File: src/rtl/ps2_host_tx.sv
// rtl/ps2_host_tx.sv - PS/2 host-to-device command byte transmitter
// Drives open-drain clock/data pull-low enables; pads are merged at the top level.
module ps2_host_tx #(
  parameter int INHIBIT_CYCLES = 2500,
  parameter int TIMEOUT_CYCLES = 375000,
  parameter int FILT_LEN       = 8
) (
  input  logic       clk,
  input  logic       rst_n,
  input  logic       tx_start,
  input  logic [7:0] tx_data,
  input  logic       ps2_clk_in,
  input  logic       ps2_data_in,
  output logic       ps2_clk_oe,
  output logic       ps2_data_oe,
  output logic       busy,
  output logic       done,
  output logic       err
);

  localparam int IW = $clog2(INHIBIT_CYCLES + 1);
  localparam int TW = $clog2(TIMEOUT_CYCLES + 1);
  localparam int FW = $clog2(FILT_LEN + 1);
  localparam logic [IW-1:0] INH_LAST  = IW'(INHIBIT_CYCLES - 1);
  localparam logic [TW-1:0] TO_LAST   = TW'(TIMEOUT_CYCLES - 1);
  localparam logic [FW-1:0] FILT_LAST = FW'(FILT_LEN - 1);

  typedef enum logic [2:0] {
    S_IDLE,
    S_INHIBIT,
    S_SHIFT,
    S_ACK,
    S_WAIT_IDLE
  } state_t;

  state_t          state_q, state_d;
  logic            clk_s1_q, clk_s2_q, dat_s1_q, dat_s2_q;
  logic            fclk_q, fclk_d;
  logic [FW-1:0]   filt_cnt_q, filt_cnt_d;
  logic            fall;
  logic [8:0]      shreg_q, shreg_d;
  logic [3:0]      bit_cnt_q, bit_cnt_d;
  logic [IW-1:0]   inh_cnt_q, inh_cnt_d;
  logic [TW-1:0]   to_cnt_q, to_cnt_d;
  logic            clk_oe_q, clk_oe_d;
  logic            data_oe_q, data_oe_d;
  logic            busy_q, busy_d;
  logic            done_q, done_d;
  logic            err_q, err_d;
  logic            nack_q, nack_d;

  // fclk only flips after FILT_LEN consecutive samples disagree with it
  always_comb begin
    fclk_d     = fclk_q;
    filt_cnt_d = '0;
    fall       = 1'b0;
    if (clk_s2_q != fclk_q) begin
      if (filt_cnt_q == FILT_LAST) begin
        fclk_d = ~fclk_q;
        fall   = fclk_q;
      end else begin
        filt_cnt_d = filt_cnt_q + 1'b1;
      end
    end
  end

  always_comb begin
    state_d   = state_q;
    shreg_d   = shreg_q;
    bit_cnt_d = bit_cnt_q;
    inh_cnt_d = inh_cnt_q;
    to_cnt_d  = to_cnt_q;
    data_oe_d = data_oe_q;
    nack_d    = nack_q;
    done_d    = 1'b0;
    err_d     = 1'b0;
    case (state_q)
      S_IDLE: begin
        data_oe_d = 1'b0;
        if (tx_start && !busy_q) begin
          shreg_d   = {~^tx_data, tx_data};
          inh_cnt_d = '0;
          state_d   = S_INHIBIT;
        end
      end
      S_INHIBIT: begin
        if (inh_cnt_q == INH_LAST) begin
          data_oe_d = 1'b1;
          bit_cnt_d = '0;
          to_cnt_d  = '0;
          state_d   = S_SHIFT;
        end else begin
          inh_cnt_d = inh_cnt_q + 1'b1;
        end
      end
      default: begin
        to_cnt_d = to_cnt_q + 1'b1;
        if (to_cnt_q == TO_LAST) begin
          data_oe_d = 1'b0;
          err_d     = 1'b1;
          state_d   = S_IDLE;
        end else if (state_q == S_SHIFT) begin
          // ones shifted in behind the parity bit become the released stop bit
          if (fall) begin
            data_oe_d = ~shreg_q[0];
            shreg_d   = {1'b1, shreg_q[8:1]};
            bit_cnt_d = bit_cnt_q + 1'b1;
            if (bit_cnt_q == 4'd9) begin
              state_d = S_ACK;
            end
          end
        end else if (state_q == S_ACK) begin
          if (fall) begin
            nack_d  = dat_s2_q;
            state_d = S_WAIT_IDLE;
          end
        end else begin
          if (fclk_q && dat_s2_q) begin
            done_d  = ~nack_q;
            err_d   = nack_q;
            state_d = S_IDLE;
          end
        end
      end
    endcase
    clk_oe_d = (state_d == S_INHIBIT);
    busy_d   = (state_d != S_IDLE) || done_d || err_d;
  end

  always_ff @(posedge clk or negedge rst_n) begin
    if (!rst_n) begin
      state_q    <= S_IDLE;
      clk_s1_q   <= 1'b1;
      clk_s2_q   <= 1'b1;
      dat_s1_q   <= 1'b1;
      dat_s2_q   <= 1'b1;
      fclk_q     <= 1'b1;
      filt_cnt_q <= '0;
      shreg_q    <= '0;
      bit_cnt_q  <= '0;
      inh_cnt_q  <= '0;
      to_cnt_q   <= '0;
      clk_oe_q   <= 1'b0;
      data_oe_q  <= 1'b0;
      busy_q     <= 1'b0;
      done_q     <= 1'b0;
      err_q      <= 1'b0;
      nack_q     <= 1'b0;
    end else begin
      state_q    <= state_d;
      clk_s1_q   <= ps2_clk_in;
      clk_s2_q   <= clk_s1_q;
      dat_s1_q   <= ps2_data_in;
      dat_s2_q   <= dat_s1_q;
      fclk_q     <= fclk_d;
      filt_cnt_q <= filt_cnt_d;
      shreg_q    <= shreg_d;
      bit_cnt_q  <= bit_cnt_d;
      inh_cnt_q  <= inh_cnt_d;
      to_cnt_q   <= to_cnt_d;
      clk_oe_q   <= clk_oe_d;
      data_oe_q  <= data_oe_d;
      busy_q     <= busy_d;
      done_q     <= done_d;
      err_q      <= err_d;
      nack_q     <= nack_d;
    end
  end

  assign ps2_clk_oe  = clk_oe_q;
  assign ps2_data_oe = data_oe_q;
  assign busy        = busy_q;
  assign done        = done_q;
  assign err         = err_q;

endmodule
File: config.mk
export PLATFORM = sky130hd
export DESIGN_NAME = ps2_host_tx
export DESIGN_NICKNAME = d
export VERILOG_FILES = /design/src/rtl/ps2_host_tx.sv
export SDC_FILE = /design/constraint.sdc
export NUM_CORES = 1
export LEC_CHECK = 0
export BUFFER_PORTS_ARGS = -buffer_cell sky130_fd_sc_hd__buf_2
export CORE_ASPECT_RATIO = 0.6
export CORE_MARGIN = 1.5
export CORE_UTILIZATION = 60
export CTS_CLUSTER_DIAMETER = 40
export DETAILED_ROUTE_END_ITERATION = 10
export PLACE_DENSITY = 0.91
export SLEW_MARGIN = 20
export SYNTH_ARGS = -nofsm -noshare
export SYNTH_HDL_FRONTEND = slang
export SYNTH_SLANG_ARGS = --single-unit
File: constraint.sdc
create_clock -name clk -period 2.2 [get_ports clk]
set_input_delay 0.11 -clock clk [delete_from_list [all_inputs] [get_ports clk]]
set_output_delay 0.11 -clock clk [all_outputs]
set_load 0.03 [all_outputs]
Word-level counts from Yosys, hierarchy flattened
Index checks and enable logic that the tools add are counted.

word-level totals
  register bits after elaboration = 62
  latch bits = 0
  memory bits (writable) = 0
  bits in read-only memories = 0
  input port bits = 13
  output and inout port bits = 5
  word-level logic and storage cells = 110
  memories = 0

cells by class
  add/subtract/negate cells = 4
  $mul = 0
  div/mod/pow operators = 0
  order comparisons = 0
  equal/unequal tests = 14
  shifts and indexed selects = 0
  multiplexer cells = 44
  bitwise logic cells = 8
  reductions and logical operators = 23

operator list
  kind                     number
  $pmux W19 S2             1
  $mux W9                  4
  $mux W3                  9
  $mux W12                 2
  $mux W4                  6
  $pmux W12 S2             1
  $add A19 B1 Y19 const B  1
  $eq A19 B19 Y1 const B   1
  $mux W19                 1
  $pmux W9 S2              1
  $mux W1                  16
  $reduce_and A5 Y1        3
  $add A12 B1 Y12 const B  1
  $eq A12 B12 Y1 const B   1
  $reduce_bool A2 Y1       5
  $add A4 B1 Y4 const B    2
  $not A1 Y1               8
  $pmux W4 S2              1
  $reduce_bool A4 Y1       2
  $reduce_xnor A8 Y1       1
  $eq A3 B1 Y1 const B     2
  $eq A3 B2 Y1 const B     2
  $ne A2 B2 Y1 const B     3
  $pmux W3 S2              1
  other kinds (13)         18

Logic depth before layout (Yosys ltp)
Gate-level depths: netlist of the first run.

  depth after elaboration = 11
  depth in mapped cells = 7
  mapped depth without buffers = 6

Worst setup path after synthesis of the first run
OpenSTA, ideal clock, no wires.

  path type = flip-flop to flip-flop
  from = register to_cnt_q[0]
  to = register nack_q
  library setup time = 0.125 ns
  data arrival time = 1.862 ns
  required time = 2.075 ns
  path slack = 0.213 ns
  stages on the path, launching flop included = 7
  path buffers = 0
  period minus slack after synthesis = 1.987 ns
  cell sequence = dfrtp_1 > ha_1 > nand2_1 > or4_4 > nor2_1 > nand4b_1 > mux2_2

between the ends
  word-level cells in the longest chain between the ends = 3

ends and longest elaborated chain
  element                             line  text
  start, declared                     44    logic [TW-1:0] to_cnt_q, to_cnt_d;
  start signal, assigned              160   to_cnt_q <= to_cnt_d;
  $eq A19 B19 Y1                      98    if (to_cnt_q == TO_LAST) begin
  $not A1 Y1 (no source line)         n/a
  $reduce_and A5 Y1 (no source line)  n/a
  end signal, assigned                166   nack_q <= nack_d;
  end, declared                       50    logic nack_q, nack_d;

No other way between the ends.
A chain may end at the register's enable or synchronous reset.

Worst setup path after layout of the first run
  from = register filt_cnt_q[0]
  to = register shreg_q[4]

between the ends
  word-level cells in the longest chain between the ends = 5

ends and longest elaborated chain
  element                              line  text
  start, declared                      39    logic [FW-1:0] filt_cnt_q, filt_cnt_d;
  start signal, assigned               156   filt_cnt_q <= filt_cnt_d;
  $eq A4 B3 Y1                         58    if (filt_cnt_q == FILT_LAST) begin
  $mux W1                              58
  $mux W1                              57    if (clk_s2_q != fclk_q) begin
  $reduce_bool A2 Y1 (no source line)  n/a
  $reduce_and A5 Y1 (no source line)   n/a
  end signal, assigned                 157   shreg_q <= shreg_d;
  end, declared                        41    logic [8:0] shreg_q, shreg_d;

No other way between the ends.

==> impl_metrics.env, run 1 <==
export IMPL_drc=0
export IMPL_layout_drive_gt1_share=0.238
export IMPL_ir_worst_vdd_mv=0.685
export IMPL_max_cap_violations=0
export IMPL_io_buffers=17
export IMPL_grt_overflow=0
export IMPL_synth_fp_nets=321
export IMPL_cts_tree="done"
export IMPL_clk_path_buf_depth=2
export IMPL_cts_root_buffer_cell="clkbuf_8"
export IMPL_initial_core_util=0.622
export IMPL_hold_worst_slack_ns=0.157
export IMPL_grt_pass1_vias=2479
export IMPL_gp_congestion=0.833
export IMPL_coreArea_mm2=0.00503
export IMPL_leakagePower_nw=1.56
export IMPL_cts_buffers=9
export IMPL_placementRows=20
export IMPL_n_antenna_cell=0
export IMPL_dpl_hpwl_um=4780
export IMPL_synth_edff_count=0
export IMPL_post_route_min_period_ns=2.14
export IMPL_routedWlPerCell_um=17.8
export IMPL_synth_area_per_cell_um2=10.3
export IMPL_hold_viol_final=0
export IMPL_synthFlopType="dfrtp_1"
export IMPL_synth_top_cell_area_share=0.456
export IMPL_fin_crit_sh=0.974
export IMPL_ys_seq_area_frac=0.498
export IMPL_synth_cells=303
export IMPL_status="completed"
export IMPL_drt_pass1_iterations=5
export IMPL_die_area_mm2=0.00567
export IMPL_synth_area_mm2=0.00313
export IMPL_grt_usage=0.283
export IMPL_nets=355
export IMPL_grt_max_degree=47
export IMPL_area_delta_synth_final_pct=14.5
export IMPL_critPathRequiredTime_ns=2.42
export IMPL_tns_ns=0
export IMPL_htreeDepth=3
export IMPL_synthTopCellsByArea="dfrtp_1, mux2_2, o21ai_0"
export IMPL_worst_setup_path_start_kind="flip-flop"
export IMPL_setup_viol=0
export IMPL_yosys_area_top_type="dfrtp_1"
export IMPL_arrival_ns=2.37
export IMPL_fillers=325
export IMPL_ys_seq_elements=62
export IMPL_cts_sinks=62
export IMPL_via_count=2510
export IMPL_hp_class="primary input to flip-flop"
export IMPL_clock_latency_ns=0.35
export IMPL_post_dp_cell_area_mm2=0.00335
export IMPL_cts_clk_slew_worst_paths_ns=0.06
export IMPL_viasPerCell=6.17
export IMPL_synthArstFlopShare=1.00
export IMPL_fmax_ghz=0.467
export IMPL_report_final_slew_viol_count=0
export IMPL_ys_warnings_count=0
export IMPL_die_height_um=58.9
export IMPL_antenna_found_initial=0
export IMPL_slew_limit_headroom=0.634
export IMPL_cp_max_fo=9
export IMPL_tightestPinTransition_ns=0.548
export IMPL_crit_path_end_kind="flip-flop"
export IMPL_crit_type="flip-flop to flip-flop"
export IMPL_fin_util=0.712
export IMPL_design_area_mm2=0.00358
export IMPL_initialDrtViolationCount=219
export IMPL_postCtsSetupBuffers=0
export IMPL_die_w_um=96.2
export IMPL_pin_count=18
export IMPL_p_per_area_mw_per_mm2=922
export IMPL_ant_nets=0
export IMPL_routed_wl_um=7240
export IMPL_final_setup_skew_ns=0.0161
export IMPL_synth_cell_types=51
export IMPL_grt_pass1_wl_um=12000
export IMPL_p_total_w=0.00330
## kinds of logic after synthesis
group,Yosys count,synth area share
buffers and inverters,13,0.0196
AOI/OAI and AO/OA,61,0.119
adders and majority gates,5,0.0200
and+or+nand+nor,122,0.215
xor gates and xnor gates,20,0.0560
DFF,62,0.498
muxes,20,0.0716
## critical path, cell delays in order, from the launching register on
cell and delay (ns):
dfrtp_1 0.39, ha_1 0.22, nand3b_1 0.28, nor3_2 0.42, o21ai_4 0.17, nand2_4 0.18
mux2_2 0.37
## worst paths after layout
kind	startpoint	endpoint	slack (ns)	cells past startpoint
max in group asynchronous	rst_n	to_cnt_q[4]$_DFFE_PN0P_	1.38	3
max reg2reg	filt_cnt_q[0]$_DFF_PN0_	shreg_q[4]$_DFFE_PN0P_	0.06	6
min reg2reg	clk_s1_q$_DFF_PN1_	clk_s2_q$_DFF_PN1_	0.37	0
min in group asynchronous	rst_n	to_cnt_q[11]$_DFFE_PN0P_	0.23	2
min	tx_data[5]	shreg_q[5]$_DFFE_PN0P_	0.16	3
max	filt_cnt_q[0]$_DFF_PN0_	shreg_q[4]$_DFFE_PN0P_	0.06	6
## power breakdown
part / switching [W] / leakage, nW / internal (W)
sequential: 0.000219 / 0.798 / 0.00135
clock: 0.000411 / 0.0926 / 0.000494
combinational: 0.000463 / 0.674 / 0.000362
## Yosys cell counts, types with 4 or more instances
cell type and count:
nand4_1 11, nand3_1 21, nor2_1 30, a21oi_1 11, xor2_1 12, mux2_2 19
dfstp_2 5, dfrtp_1 57, and3_1 7, nor3_1 6, nand2_1 22, inv_1 4
xnor2_1 8, ha_1 5, a31oi_1 5, o21ai_0 30
## state kept, by name, summed over array words and instances, names as in the netlist
name,cells
clk_s2_q,1
state_q,3
dat_s2_q,1
bit_cnt_q,4
shreg_q,9
to_cnt_q,19
filt_cnt_q,4
busy,1
done,1
fclk_q,1
err,1
ps2_data_oe,1
dat_s1_q,1
ps2_clk_oe,1
inh_cnt_q,12
nack_q,1
clk_s1_q,1
## what timing repair did
item	CTS	global route
gates resized for setup	0	3
hold endpoints to repair	18	0
hold buffers	3	0
setup endpoints to repair	0	4
## layer usage
layer  vias to the layer above  track usage  wire length (µm)
met4                         0       0.0966               116
met2                       127        0.449              3420
met3                        16       0.0698               554
li1                       1167            -                 -
met5                         -            0                 0
met1                      1200        0.384              3150
## layout by cell type, fill, tap and decap left out, drive strengths merged, types with 7 or more instances in the layout
cell type,synthesis,layout
nand3,21,21
clkbuf,4,14
buf,5,29
dfrtp,57,57
nor3,7,7
a21oi,11,11
mux2,19,19
nor2,30,30
xor2,12,12
nand4,11,11
xnor2,8,8
and3,7,7
nand2,23,23
o21ai,31,31
## layout make-up
| type | instances | area [µm²] | area share |
|---|---|---|---|
| sequential | 62 | 1560 | 0.435 |
| clock inverter | 1 | 5.00 | 0.00140 |
| inverter | 4 | 15.0 | 0.00419 |
| timing repair buffer | 32 | 218 | 0.0608 |
| tap | 66 | 82.6 | 0.0231 |
| multi-input combinational | 228 | 1530 | 0.427 |
| clock buffer | 14 | 173 | 0.0482 |
## per-stage QoR
step | worst slack [ns] | instances
2_1_floorplan | 0.213 | 303
3_3_place_gp | 0.219 | 389
3_5_place_dp | 0.166 | 389
4_1_cts | 0.139 | 407
5_1_grt | -0.0803 | 407
6_report | 0.0564 | 407
Power figures use the tool's default switching activity.
==> run 2: changes to the inputs <==
--- a/config.mk
+++ b/config.mk
@@ -5,10 +5,11 @@
 export SDC_FILE = /design/constraint.sdc
 export NUM_CORES = 1
 export LEC_CHECK = 0
+export ABC_AREA = 1
 export BUFFER_PORTS_ARGS = -buffer_cell sky130_fd_sc_hd__buf_2
 export CORE_ASPECT_RATIO = 0.6
 export CORE_MARGIN = 1.5
-export CORE_UTILIZATION = 60
+export CORE_UTILIZATION = 61
 export CTS_CLUSTER_DIAMETER = 40
 export DETAILED_ROUTE_END_ITERATION = 10
 export PLACE_DENSITY = 0.91
==> run 2 against run 1 <==
- first-iteration DRC count rose by 55%
- area after synthesis grew 13%
- synthesized cell count increased by 48%
- global-route usage is 0.57 points lower
- utilization is 1.5 points lower
- critical path depth grew 2
- non-clock buffer count down 9
- setup slack improved by 0.21 ns
- sequential power is 24% lower
- critical endpoint is now bit_cnt_q[3]$_DFFE_PN0P_
==> impl_metrics.env, run 2 <==
export IMPL_arrival_ns=2.17
export IMPL_hold_depth=3
export IMPL_drc=0
export IMPL_tns_ns=0
export IMPL_dpl_hpwl_um=5600
export IMPL_coreArea_mm2=0.00560
export IMPL_initialDrtViolationCount=339
export IMPL_leakagePower_nw=1.87
export IMPL_ant_nets=0
export IMPL_antenna_found_initial=0
export IMPL_ir_worst_vdd_mv=0.414
export IMPL_drt_pass1_iterations=5
export IMPL_cts_root_buffer_cell="clkbuf_8"
export IMPL_hp_class="primary input to flip-flop"
export IMPL_hold_end="shreg_q[2]$_DFFE_PN0P_"
export IMPL_synth_cell_types=38
export IMPL_grt_overflow=0
export IMPL_die_w_um=101
export IMPL_ys_warnings_count=0
export IMPL_yosysMostFrequentCell="nand2_1"
export IMPL_pin_count=18
export IMPL_layout_drive_gt1_share=0.154
export IMPL_cp_num_buf_inv=2
export IMPL_max_cap_violations=0
export IMPL_synth_area_per_cell_um2=7.92
export IMPL_synth_fp_nets=465
export IMPL_io_buffers=17
export IMPL_worst_setup_path_start_kind="flip-flop"
export IMPL_synth_cells=447
export IMPL_cts_clk_slew_worst_paths_ns=0.07
export IMPL_routedWlPerCell_um=14.0
export IMPL_clock_latency_ns=0.35
export IMPL_max_stage_delay_ns=0.40
export IMPL_r2r_end="bit_cnt_q[3]$_DFFE_PN0P_"
export IMPL_mostFrequentLayoutCell="nand2_1"
export IMPL_ys_seq_area_frac=0.440
export IMPL_report_final_slew_viol_count=0
export IMPL_cp_slowest_cell="dfrtp_1"
export IMPL_cts_sinks=62
export IMPL_post_route_min_period_ns=1.93
export IMPL_cts_tree="done"
export IMPL_synth_area_mm2=0.00354
export IMPL_final_cell_mix="nand2_1, dfrtp_1, nand3_1"
export IMPL_synth_top_cell_area_share=0.403
export IMPL_clk_path_buf_depth=2
export IMPL_preCtsSetupSlack_ns=0.265
export IMPL_crit_family="simple AND/OR/NAND/NOR gates"
export IMPL_synthArstFlopShare=1.00
export IMPL_grt_usage=0.278
export IMPL_die_area_mm2=0.00629
export IMPL_htreeDepth=3
export IMPL_setup_viol=0
export IMPL_tightestPinTransition_ns=0.707
export IMPL_cp_max_fo=16
export IMPL_viasPerCell=5.55
export IMPL_final_setup_skew_ns=0.00960
export IMPL_nets=493
export IMPL_worst_r2r_cell_count=8
export IMPL_critPathRequiredTime_ns=2.44
export IMPL_ys_seq_elements=62
export IMPL_synthTopCellsByArea="dfrtp_1, nand2_1, nand3_1"
export IMPL_via_count=3108
export IMPL_initial_core_util=0.633
export IMPL_synthFlopType="dfrtp_1"
export IMPL_p_per_area_mw_per_mm2=576
export IMPL_yosys_area_top_type="dfrtp_1"
export IMPL_finalWorstSetupSlack_ns=0.267
export IMPL_die_height_um=62.0
export IMPL_placementRows=21
export IMPL_area_delta_synth_final_pct=10.1
export IMPL_min_delay_start="tx_data[2]"
export IMPL_r2r_setup_slack_ns=0.27
export IMPL_grt_pass1_vias=2753
export IMPL_slew_limit_headroom=0.529
export IMPL_grt_pass1_wl_um=12800
export IMPL_fmax_ghz=0.517
export IMPL_largest_reg_flops=19
export IMPL_crit_cells=8
export IMPL_fin_crit_sh=0.879
export IMPL_synthTopCellsByCount="nand2_1, dfrtp_1, nand3_1, inv_1, nor2_1"
export IMPL_reg_top3="to_cnt_q x19, inh_cnt_q x12, shreg_q x9"
export IMPL_n_antenna_cell=0
export IMPL_crit_top_cell="nand2_1"
export IMPL_routed_wl_um=7860
export IMPL_status="completed"
export IMPL_worstReg2RegStart="state_q[1]$_DFF_PN0_"
export IMPL_crit_type="flip-flop to flip-flop"
export IMPL_path_cells="inv_1 -> nand3_2 -> inv_2 -> nand3_1 -> nand2_4 -> nand2_1 -> nand2_1 -> nand2_1"
export IMPL_synth_edff_count=0
export IMPL_gp_congestion=1.00
export IMPL_top_register="to_cnt_q"
export IMPL_cts_buffers=9
export IMPL_crit_path_end_kind="flip-flop"
export IMPL_grt_max_degree=33
export IMPL_grt_setup_unrepaired="no"
export IMPL_hold_viol_final=0
run 2: worst max path at each step:
stage	slack [ns]	startpoint	end
floorplan	0.67	inh_cnt_q[0]$_DFFE_PN0P_	inh_cnt_q[2]$_DFFE_PN0P_
global placement	0.37	state_q[1]$_DFF_PN0_	to_cnt_q[6]$_DFFE_PN0P_
detailed placement	0.27	state_q[1]$_DFF_PN0_	bit_cnt_q[3]$_DFFE_PN0P_
CTS	0.22	state_q[1]$_DFF_PN0_	bit_cnt_q[3]$_DFFE_PN0P_
global route	0.11	state_q[1]$_DFF_PN0_	bit_cnt_q[3]$_DFFE_PN0P_
finish	0.27	state_q[1]$_DFF_PN0_	bit_cnt_q[3]$_DFFE_PN0P_
run 2: area by class of cell:
cell class	instances	area (µm²)
tap	80	100
timing repair buffer	23	140
inverter	52	195
clock buffer	14	163
clock inverter	2	10.0
fill	424	1700
multi-input combinational	327	1730
sequential	62	1560
run 2: tightest hold or removal path: cells and delay by family:
kind | cells | cell delay (ns)
buffers and inverters | 1 | 0.11
AO/OA/AOI/OAI | 1 | 0.13
multiplexers | 1 | 0.08
run 2: metal layers:
layer	share of wire	GRT usage
met1	0.45	0.381
met2	0.44	0.409
met3	0.093	0.0850
met4	0.021	0.129
met5	0	0
run 2: logic make-up (layout without fill, tap and decap cells):
group	count (synthesis)	in the layout	synth area share
buf+inv	58	91	0.0721
fa+ha+maj	5	5	0.0177
compound gates	60	60	0.101
simple gates	236	236	0.302
mux	8	8	0.0226
flops	62	62	0.440
xor+xnor	18	18	0.0445
run 2: timing repair:
item / in CTS / in global routing
hold buffers: 4 / 0
buffers inserted: 0 / 0
endpoints found under the setup margin: 0 / 2
resized for setup: 0 / 1
endpoints found under the hold margin: 28 / 0
run 2: per-stage QoR:
stage,std cells,utilization,total power [W],hold slack [ns],instance area [µm²]
floorplan,447,-,0.00130,-0.186,3540
global placement,540,0.658,0.00135,0.195,3680
detailed placement,540,0.658,0.00136,0.210,3680
CTS,560,0.696,0.00227,0.107,3890
global route,560,0.697,0.00235,0.121,3900
finish,560,0.697,0.00225,0.118,3900
run 2: where the power goes:
| group | total, W | leakage (nW) | switching, W | internal, W |
|---|---|---|---|---|
| Sequential | 0.00120 | 0.800 | 0.0000243 | 0.00118 |
| Clock | 0.000897 | 0.0905 | 0.000429 | 0.000468 |
| Combinational | 0.000148 | 0.984 | 0.0000919 | 0.0000562 |
| Total | 0.00225 | 1.87 | 0.000545 | 0.00170 |
==> run 3: changes to the inputs <==
--- a/config.mk
+++ b/config.mk
@@ -6,13 +6,13 @@
 export NUM_CORES = 1
 export LEC_CHECK = 0
 export ABC_AREA = 1
-export BUFFER_PORTS_ARGS = -buffer_cell sky130_fd_sc_hd__buf_2
 export CORE_ASPECT_RATIO = 0.6
 export CORE_MARGIN = 1.5
-export CORE_UTILIZATION = 61
+export CORE_UTILIZATION = 64
 export CTS_CLUSTER_DIAMETER = 40
 export DETAILED_ROUTE_END_ITERATION = 10
-export PLACE_DENSITY = 0.91
+export DONT_BUFFER_PORTS = 1
+export PLACE_DENSITY = 0.92
 export SLEW_MARGIN = 20
 export SYNTH_ARGS = -nofsm -noshare
 export SYNTH_HDL_FRONTEND = slang
==> run 3 against run 2 <==
- fmax grew 1.3%
- cell count down 4.3%
- setup slack better by 0.024 ns
- final area increased by 1.5%
- die area decreased by 4.5%
- wire length rose by 4.2%
- global-route usage increased by 2.2 points
- clock skew shrank 0.0022 ns
- worst hold slack worse by 0.11 ns
- utilization grew 6.4 points
- sequential power about the same
- critical path type unchanged
- largest cell class unchanged
==> impl_metrics.env, run 3 (synthesis results as in run 2) <==
export IMPL_drc=0
export IMPL_nets=483
export IMPL_cts_sinks=62
export IMPL_cts_clk_slew_worst_paths_ns=0.06
export IMPL_worstReg2RegStart="state_q[0]$_DFF_PN0_"
export IMPL_coreArea_mm2=0.00520
export IMPL_placementRows=20
export IMPL_pwr_share_comb=0.054
export IMPL_cts_resized=0
export IMPL_cts_buffers=9
export IMPL_die_height_um=60.6
export IMPL_die_area_mm2=0.00600
export IMPL_postCtsSetupBuffers=0
export IMPL_switching_share=0.207
export IMPL_routed_wl_um=8190
export IMPL_r2r_setup_slack_ns=0.29
export IMPL_dp_cells=508
export IMPL_leakagePower_nw=1.88
export IMPL_htreeDepth=3
export IMPL_critPathRequiredTime_ns=2.43
export IMPL_post_route_min_period_ns=1.91
export IMPL_grt_max_degree=63
export IMPL_ant_nets=0
export IMPL_area_delta_synth_final_pct=11.8
export IMPL_report_final_slew_viol_count=0
export IMPL_tightestPinTransition_ns=0.435
export IMPL_via_count=3152
export IMPL_crit_path_end_kind="flip-flop"
export IMPL_antenna_found_initial=0
export IMPL_ir_worst_vdd_mv=0.498
export IMPL_pin_count=18
export IMPL_critPathLaunch="state_q[0]$_DFF_PN0_"
export IMPL_clk_path_buf_depth=2
export IMPL_preCtsSetupSlack_ns=0.348
export IMPL_power_frac_clock=0.480
export IMPL_r2r_end="nack_q$_DFFE_PN0P_"
export IMPL_worst_setup_path_start_kind="flip-flop"
export IMPL_top_register="to_cnt_q"
export IMPL_crit_type="flip-flop to flip-flop"
export IMPL_hold_end="shreg_q[5]$_DFFE_PN0P_"
export IMPL_die_w_um=99.0
export IMPL_mostFrequentLayoutCell="nand2_1"
export IMPL_clock_latency_ns=0.35
export IMPL_cts_root_buffer_cell="clkbuf_8"
export IMPL_reg_top3="to_cnt_q x19, inh_cnt_q x12, shreg_q x9"
export IMPL_final_cell_mix="nand2_1, dfrtp_1, nand3_1"
export IMPL_routedWlPerCell_um=15.3
export IMPL_p_per_area_mw_per_mm2=654
export IMPL_tns_ns=0
export IMPL_p_int_w=0.00205
export IMPL_crit_top_cell="nand2_1"
export IMPL_fin_crit_sh=0.868
export IMPL_cts_tree="done"
export IMPL_max_stage_delay_ns=0.50
export IMPL_cp_slowest_cell="dfrtp_1"
export IMPL_fmax_ghz=0.524
export IMPL_grt_pass1_wl_um=13800
export IMPL_initial_core_util=0.680
export IMPL_drt_pass1_iterations=6
export IMPL_grt_usage=0.300
export IMPL_arrival_ns=2.14
export IMPL_viasPerCell=5.88
export IMPL_max_cap_violations=0
export IMPL_worst_r2r_cell_count=9
export IMPL_finalWorstSetupSlack_ns=0.291
export IMPL_path_cells="nor2_4 -> nand2_4 -> nand2_4 -> inv_2 -> nand2_1 -> nor2_2 -> nand2_1 -> nand2_1 -> nand2_1"
export IMPL_setup_viol=0
export IMPL_gp_congestion=0.985
export IMPL_layout_drive_gt1_share=0.123
export IMPL_slew_limit_headroom=0.708
export IMPL_dpl_hpwl_um=5510
export IMPL_hold_viol_final=0
export IMPL_largest_reg_flops=19
export IMPL_status="completed"
export IMPL_hp_class="primary input to flip-flop"
export IMPL_n_antenna_cell=0
export IMPL_final_setup_skew_ns=0.00737
export IMPL_power_switching_w=0.000534
export IMPL_min_delay_start="tx_data[5]"
export IMPL_hold_worst_slack_ns=0.00595
export IMPL_seqPwrFrac=0.466
export IMPL_p_total_w=0.00259
export IMPL_grt_pass1_vias=2945
export IMPL_grt_overflow=0
export IMPL_grt_setup_unrepaired="no"
export IMPL_cp_max_fo=17
export IMPL_postCtsHoldBufs=12
export IMPL_fin_cells=536
export IMPL_io_buffers=0
export IMPL_initialDrtViolationCount=278
export IMPL_hold_depth=2
run 3: layout make-up:
cell class,instances,area [µm²]
multi-input cells,327,1730
flip-flops and latches,62,1560
fillers,355,1250
inverters,52,195
clock buffers,13,159
repair buffers,13,145
clock inverters,3,90.1
well taps,66,82.6
run 3: metrics by stage:
stage / util / cell area (µm²)
floorplan: - / 3540
global placement: 0.686 / 3570
detailed placement: 0.686 / 3570
CTS: 0.760 / 3960
global route: 0.760 / 3960
finish: 0.760 / 3960
run 3: worst max path at each step:
stage | cells after the start | endpoint | slack, ns
3_3_place_gp | 8 | bit_cnt_q[1]$_DFFE_PN0P_ | 0.41
4_1_cts | 9 | nack_q$_DFFE_PN0P_ | 0.34
5_1_grt | 9 | inh_cnt_q[0]$_DFFE_PN0P_ | 0.13
6_report | 9 | nack_q$_DFFE_PN0P_ | 0.29
2_1_floorplan | 9 | inh_cnt_q[2]$_DFFE_PN0P_ | 0.67
3_5_place_dp | 9 | nack_q$_DFFE_PN0P_ | 0.35
run 3: critical path, delay by kind of cell (launching register included):
| family | cells | cell delay, ns |
|---|---|---|
| AND/OR/NAND/NOR | 8 | 1.02 |
| flip-flops | 1 | 0.50 |
| buffers and inverters | 1 | 0.27 |
run 3: power groups by stage:
| stage | clock, W | combinational, W | sequential [W] |
|---|---|---|---|
| 5_1_grt | 0.00131 | 0.000159 | 0.00121 |
| 2_1_floorplan | 0 | 0.0000802 | 0.00122 |
| 3_3_place_gp | 0 | 0.0000884 | 0.00122 |
| 6_report | 0.00124 | 0.000139 | 0.00121 |
| 3_5_place_dp | 0 | 0.0000944 | 0.00123 |
| 4_1_cts | 0.00126 | 0.000141 | 0.00121 |
run 3: metal layers:
metal	up-vias	part of all wire	track usage
met4	0	0.016	0.0878
met5	-	0	0
li1	1501	-	-
met1	1470	0.44	0.398
met3	15	0.099	0.0991
met2	166	0.44	0.482
